===== config.mk =====
export PLATFORM = sky130hd
export DESIGN_NAME = imem_fetch_ctrl
export DESIGN_NICKNAME = d
export VERILOG_FILES = /design/src/rtl/imem_fetch_ctrl_pkg.sv /design/src/rtl/imem_fetch_hold.sv /design/src/rtl/imem_fetch_ctrl.sv
export SDC_FILE = /design/constraint.sdc
export NUM_CORES = 1
export LEC_CHECK = 0
export ABC_CLOCK_PERIOD_IN_PS = 1650
export CAP_MARGIN = 20
export CORE_UTILIZATION = 35
export CTS_CLUSTER_DIAMETER = 100
export CTS_CLUSTER_SIZE = 40
export DETAILED_ROUTE_END_ITERATION = 10
export GPL_ROUTABILITY_DRIVEN = 0
export PLACE_DENSITY_LB_ADDON = 0.3
export SYNTH_ARGS = -nofsm -noshare
export SYNTH_HDL_FRONTEND = slang
export SYNTH_SLANG_ARGS = --single-unit

===== constraint.sdc =====
create_clock -name CLK_SYS -period 1.65 [get_ports CLK_SYS]
set_input_delay 0.4125 -clock CLK_SYS [delete_from_list [all_inputs] [get_ports CLK_SYS]]
set_output_delay 0.4125 -clock CLK_SYS [all_outputs]
set_load 0.05 [all_outputs]

===== src/rtl/imem_fetch_ctrl_pkg.sv =====
// Shared defaults and state encoding for the instruction-fetch controller.
package imem_fetch_ctrl_pkg;
   localparam int DEF_ADDR_W   = 10;
   localparam int DEF_DATA_W   = 32;
   localparam int DEF_RESET_PC = 0;

   typedef enum logic [1:0] {
      IDLE  = 2'd0,
      LOAD  = 2'd1,
      FETCH = 2'd2,
      DRAIN = 2'd3
   } state_t;
endpackage


===== src/rtl/imem_fetch_hold.sv =====
// Stall skid for the fetch path: captures the presented memory word on the first
// stalled cycle, because the memory has already moved on to the next address.
module imem_fetch_hold
   import imem_fetch_ctrl_pkg::*;
#(
   parameter int DATA_W = DEF_DATA_W
) (
   input  logic              CLK_SYS,
   input  logic              rst,
   input  logic              active,
   input  logic              flush,
   input  logic              stall,
   input  logic              inflight,
   input  logic [DATA_W-1:0] mem_rdata,
   output logic [DATA_W-1:0] instr
);
   logic              hold_valid;
   logic [DATA_W-1:0] hold_instr;

   always_ff @(posedge CLK_SYS or negedge rst) begin
      if (!rst) begin
         hold_valid <= 1'b0;
         hold_instr <= '0;
      end else if (!active || flush) begin
         hold_valid <= 1'b0;
      end else if (stall && inflight && !hold_valid) begin
         hold_valid <= 1'b1;
         hold_instr <= mem_rdata;
      end else if (!stall) begin
         hold_valid <= 1'b0;
      end
   end

   assign instr = hold_valid ? hold_instr : mem_rdata;
endmodule


===== src/rtl/imem_fetch_ctrl.sv =====
// Instruction memory sequencer: arbitrates the single port between the program
// loader and the fetch path, and owns the PC, stall hold, redirect and drain.
module imem_fetch_ctrl
   import imem_fetch_ctrl_pkg::*;
#(
   parameter int                ADDR_W   = DEF_ADDR_W,
   parameter int                DATA_W   = DEF_DATA_W,
   parameter logic [ADDR_W-1:0] RESET_PC = ADDR_W'(DEF_RESET_PC)
) (
   input  logic              CLK_SYS,
   input  logic              rst,
   input  logic              start,
   input  logic              stop,
   input  logic              ld_req,
   output logic              ld_gnt,
   input  logic              ld_we,
   input  logic [ADDR_W-1:0] ld_addr,
   input  logic [DATA_W-1:0] ld_wdata,
   input  logic              stall,
   input  logic              redirect,
   input  logic [ADDR_W-1:0] redirect_pc,
   output logic [ADDR_W-1:0] mem_addr,
   output logic              mem_we,
   output logic [DATA_W-1:0] mem_wdata,
   input  logic [DATA_W-1:0] mem_rdata,
   output logic [DATA_W-1:0] instr,
   output logic [ADDR_W-1:0] instr_pc,
   output logic              instr_valid,
   output logic              busy
);
   state_t            state;
   logic [ADDR_W-1:0] pc;
   logic [ADDR_W-1:0] inflight_pc;
   logic              inflight;
   logic              fetching;

   assign fetching = (state == FETCH) || (state == DRAIN);

   always_ff @(posedge CLK_SYS or negedge rst) begin
      if (!rst) begin
         state       <= IDLE;
         pc          <= RESET_PC;
         inflight    <= 1'b0;
         inflight_pc <= '0;
      end else begin
         case (state)
            IDLE: begin
               if (ld_req) begin
                  state <= LOAD;
               end else if (start) begin
                  state <= FETCH;
                  pc    <= RESET_PC;
               end
            end
            LOAD: begin
               if (!ld_req) state <= IDLE;
            end
            FETCH: begin
               if (redirect) begin
                  pc       <= redirect_pc;
                  inflight <= 1'b0;
               end else if (stop) begin
                  // An instruction accepted in the stop cycle must not reappear in DRAIN.
                  state    <= DRAIN;
                  inflight <= inflight && stall;
               end else if (!stall) begin
                  pc          <= pc + ADDR_W'(1);
                  inflight    <= 1'b1;
                  inflight_pc <= pc;
               end
            end
            DRAIN: begin
               if (redirect || !inflight || !stall) begin
                  state    <= IDLE;
                  inflight <= 1'b0;
               end
            end
            default: state <= IDLE;
         endcase
      end
   end

   imem_fetch_hold #(
      .DATA_W (DATA_W)
   ) u_hold (
      .CLK_SYS   (CLK_SYS),
      .rst       (rst),
      .active    (fetching),
      .flush     (fetching && redirect),
      .stall     (stall),
      .inflight  (inflight),
      .mem_rdata (mem_rdata),
      .instr     (instr)
   );

   // The loader only writes while it still holds the request; the exit cycle never writes.
   assign ld_gnt      = (state == LOAD);
   assign mem_addr    = (state == LOAD) ? ld_addr : pc;
   assign mem_we      = ld_we && ld_req && (state == LOAD);
   assign mem_wdata   = ld_wdata;
   assign instr_pc    = inflight_pc;
   assign instr_valid = inflight;
   assign busy        = (state != IDLE);
endmodule


==> impl_results.md <==
- Crit path buf inv count: 2
- Failing checks: setup timing
- Max H-tree Level: 2
- Netlist cell types: 43
- Antenna violations before repair: 0
- Outcome: complete, but fails checks
- Synth warnings: 0
- Drt total wl: roughly 7700 um
- Setup crit end kind: primary output
- Tmin final: approximately 1900 ps
- RSZ-0062 raised after global routing: true
- Synthesis-stage register bit count: 56
- Max_cap viols: 0
- Hold Crit Class: in -> reg
- Fmax: 0.5325 GHz
- TritonRoute pass-1 iters: 4
- Die X-Extent: 97.40 um
- FP Rows: 34
- Starting Density: 0.3635
- Worst endpoint data arrival time: roughly 1500 ps
- Post-synth EDFFs: 0
- Switch share: 0.3820
- CP max stage delay: 460 ps
- Worst-Margin Slew: 267.8 ps
- CTS tree: built
- Post-Synthesis Cells: 271
- Power Internal: roughly 4600 uW
- Required @ worst endpoint: 1240 ps
- Maximum VDD drop: slightly below 0.0009 V
- M3 GR Usage: 0.03957
- Ratio of cells with drive above 1 in the final layout: 0.5119
- Slew Limit Headroom: 0.8200
- Cells along the critical path: buf_12 > mux2_2 > buf_12
- Max-slew violations: 0
- Vias in the first global route: 2,480
- Die height: about 100 um
- Core area: 0.008763 mm^2
- Clock sinks: 56
- CP Max Fanout: 16
- Post-route ant nets: 0
- Nets: 469
- Sequential share of the synthesized area: 0.4399
- Pre-CTS setup slack: -323.9 ps
- Later-pin clock latency in the skew report: 300 ps
- Ant. Diodes: 0
- Met1 usage: 0.2225
- Largest net degree at the start of global routing: 51
- Mapped Nets: 364
- Die Area: 0.009487 mm^2
- Worst-path clk slew: 90 ps
- Combinational Power Share: 0.543
- Setup violators final: 47
- GR Util All Layers: 0.1618
- Sum Neg Setup Slack: -9043 ps
- Final hold vios: 0
- Mapped cell area: 0.003186 mm^2
- GRT busiest layer: met2
- Syn avg cell area: 11.75 um^2
- Finished Cell Area: 0.005210 mm^2
- Root Buffer: clkbuf_8
- CTS max path bufs: 2
- Seq pwr share: 0.327
- Setup crit start kind: flip-flop
- Layout area overhead: 63.55%
- Power density cells: 1426 mW/mm^2
- Gr ovfl total: 0
- Detailed placement HPWL: 5300 um
- CP Class: reg -> out
- Clk network pwr share: 0.130
- Final worst slack: -227.9 ps
- Area after DPL: 0.004803 mm^2
- IO Count: 180
- Leak: approximately 0.0023 uW
- CTS Buf Count: 5
- First-pass GRT wire length: roughly 12,000 um
- Vias after detailed routing: 2,454
- Critical-path top delay cell: dfrtp_2
- Final Cycle Share: 1.138
- Total net switching power: 2837 uW
- Routed len/inst: 15.80 um
- Ys flop type: dfrtp_1
- Flop-to-flop setup slack: 10 ps
- DR vias/cell: 5.060
- Top cell family by delay on the critical path: flip-flops
- Drt initial violations: 61
- Async SR Flop Fraction: 1.000
- Most used cell, CP: buf_12
- Worst Skew: 8.869 ps
- IO buf count: 115
- Met2 Track Usage GR: 0.2582
- DRC Markers: 0
## worst paths after layout
check / start / to / cells after the start
worst max-delay path: u_hold.hold_valid / instr[16] / 3
worst min-delay path: stall / u_hold.hold_valid / 3
worst max register to register: state[1] / u_hold.hold_instr[14] / 6
worst min register to register: u_hold.hold_instr[23] / u_hold.hold_instr[23] / 1
max in group asynchronous: rst / state[0] / 3
min in group asynchronous: rst / u_hold.hold_instr[2] / 2
## area by class of cell
type                       instances  area (um^2)
timing repair buffer             143         1953
inverter                           4        18.77
fill                             727         3553
clock inverter                     1        30.03
tap                              108        135.1
multi-input combinational        166         1572
clock buffer                       7        96.34
sequential                        56         1405
## Yosys cell counts (2+ instances only)
cell type / count / share of area
dfrtp_1: 56 / 0.44
nor2b_1: 4 / 0.0079
buf_1: 2 / 0.0024
nand2_1: 8 / 0.0094
buf_2: 4 / 0.0063
a21oi_1: 7 / 0.011
o21bai_1: 2 / 0.0047
buf_4: 35 / 0.082
and3_1: 2 / 0.0039
nor4_1: 3 / 0.0059
nor2_1: 7 / 0.0082
o31ai_1: 2 / 0.0047
clkbuf_1: 4 / 0.0047
inv_1: 4 / 0.0047
mux2_2: 84 / 0.30
o21ai_0: 13 / 0.020
nand2b_1: 2 / 0.0039
o22ai_1: 2 / 0.0039
nand3_1: 2 / 0.0031
o2bb2ai_1: 2 / 0.0055
nor3_1: 4 / 0.0063
## per-layer routing
metal  wire length [um]  up-vias
met3                472        7
met4                 54        0
li1                   -     1156
met1               3428     1199
met2               3708       92
met5                  0        -
## per-stage QoR
stage                     utilization  std cells  power [uW]  hold slack [ps]
after floorplan                     -        271        4762            116.9
after global placement         0.5481        469        6082            261.9
after detailed placement       0.5481        469        6157            262.0
after CTS                      0.5837        482        7433            472.9
after global routing           0.5945        485        7809            434.4
final                          0.5945        485        7428            411.4
## worst min-delay path, cell delays in order
cell	delay (ps)
dlymetal6s2s_1	150
o21ai_0	80
nor2_1	40
## repair_timing
item | CTS | global route
hold buffers | 1 | 0
buffers inserted | 2 | 1
setup endpoints to repair | 45 | 77
hold endpoints to repair | 6 | 0
pin swaps | 0 | 1
resized for setup | 35 | 7
cloned | 2 | 2
## state kept, by name, indices dropped and copies added (netlist names)
name and flops:
u_hold.hold_instr 32, instr_pc 10, pc 10, state 2, instr_valid 1, u_hold.hold_valid 1
## placed cells by master (no fill, tap or decap), types with 2 or more instances in the layout
master	count
o2bb2ai_1	2
nand2b_4	3
dfrtp_1	53
o21bai_1	2
inv_1	3
clkbuf_8	7
o21ai_0	13
mux2_2	63
nor2b_1	4
a21oi_1	7
buf_8	3
nor2_1	7
mux2_4	21
nor3_1	4
clkbuf_16	2
dfrtp_2	3
nand3_1	2
buf_12	49
clkdlybuf4s50_1	57
nor4_1	3
nand2_1	7
buf_6	11
o22ai_1	2
o31ai_1	2
buf_4	17
## power by group through the flow
stage	clock network, uW	logic [uW]	registers (uW)
after floorplan	0	2060	2700
after global placement	0	3680	2400
after detailed placement	0	3730	2420
after CTS	999	4010	2420
after global routing	1060	4220	2530
final	968	4030	2430
## cell families after synthesis
family,Yosys count,synth area share
buffers and inverters,50,0.1041
DFF,56,0.4399
muxes,85,0.3005
and+or+nand+nor,42,0.07581
adders and majority gates,1,0.003927
AOI/OAI and AO/OA,37,0.07580
Note: power is estimated with default switching activity, not from simulation.
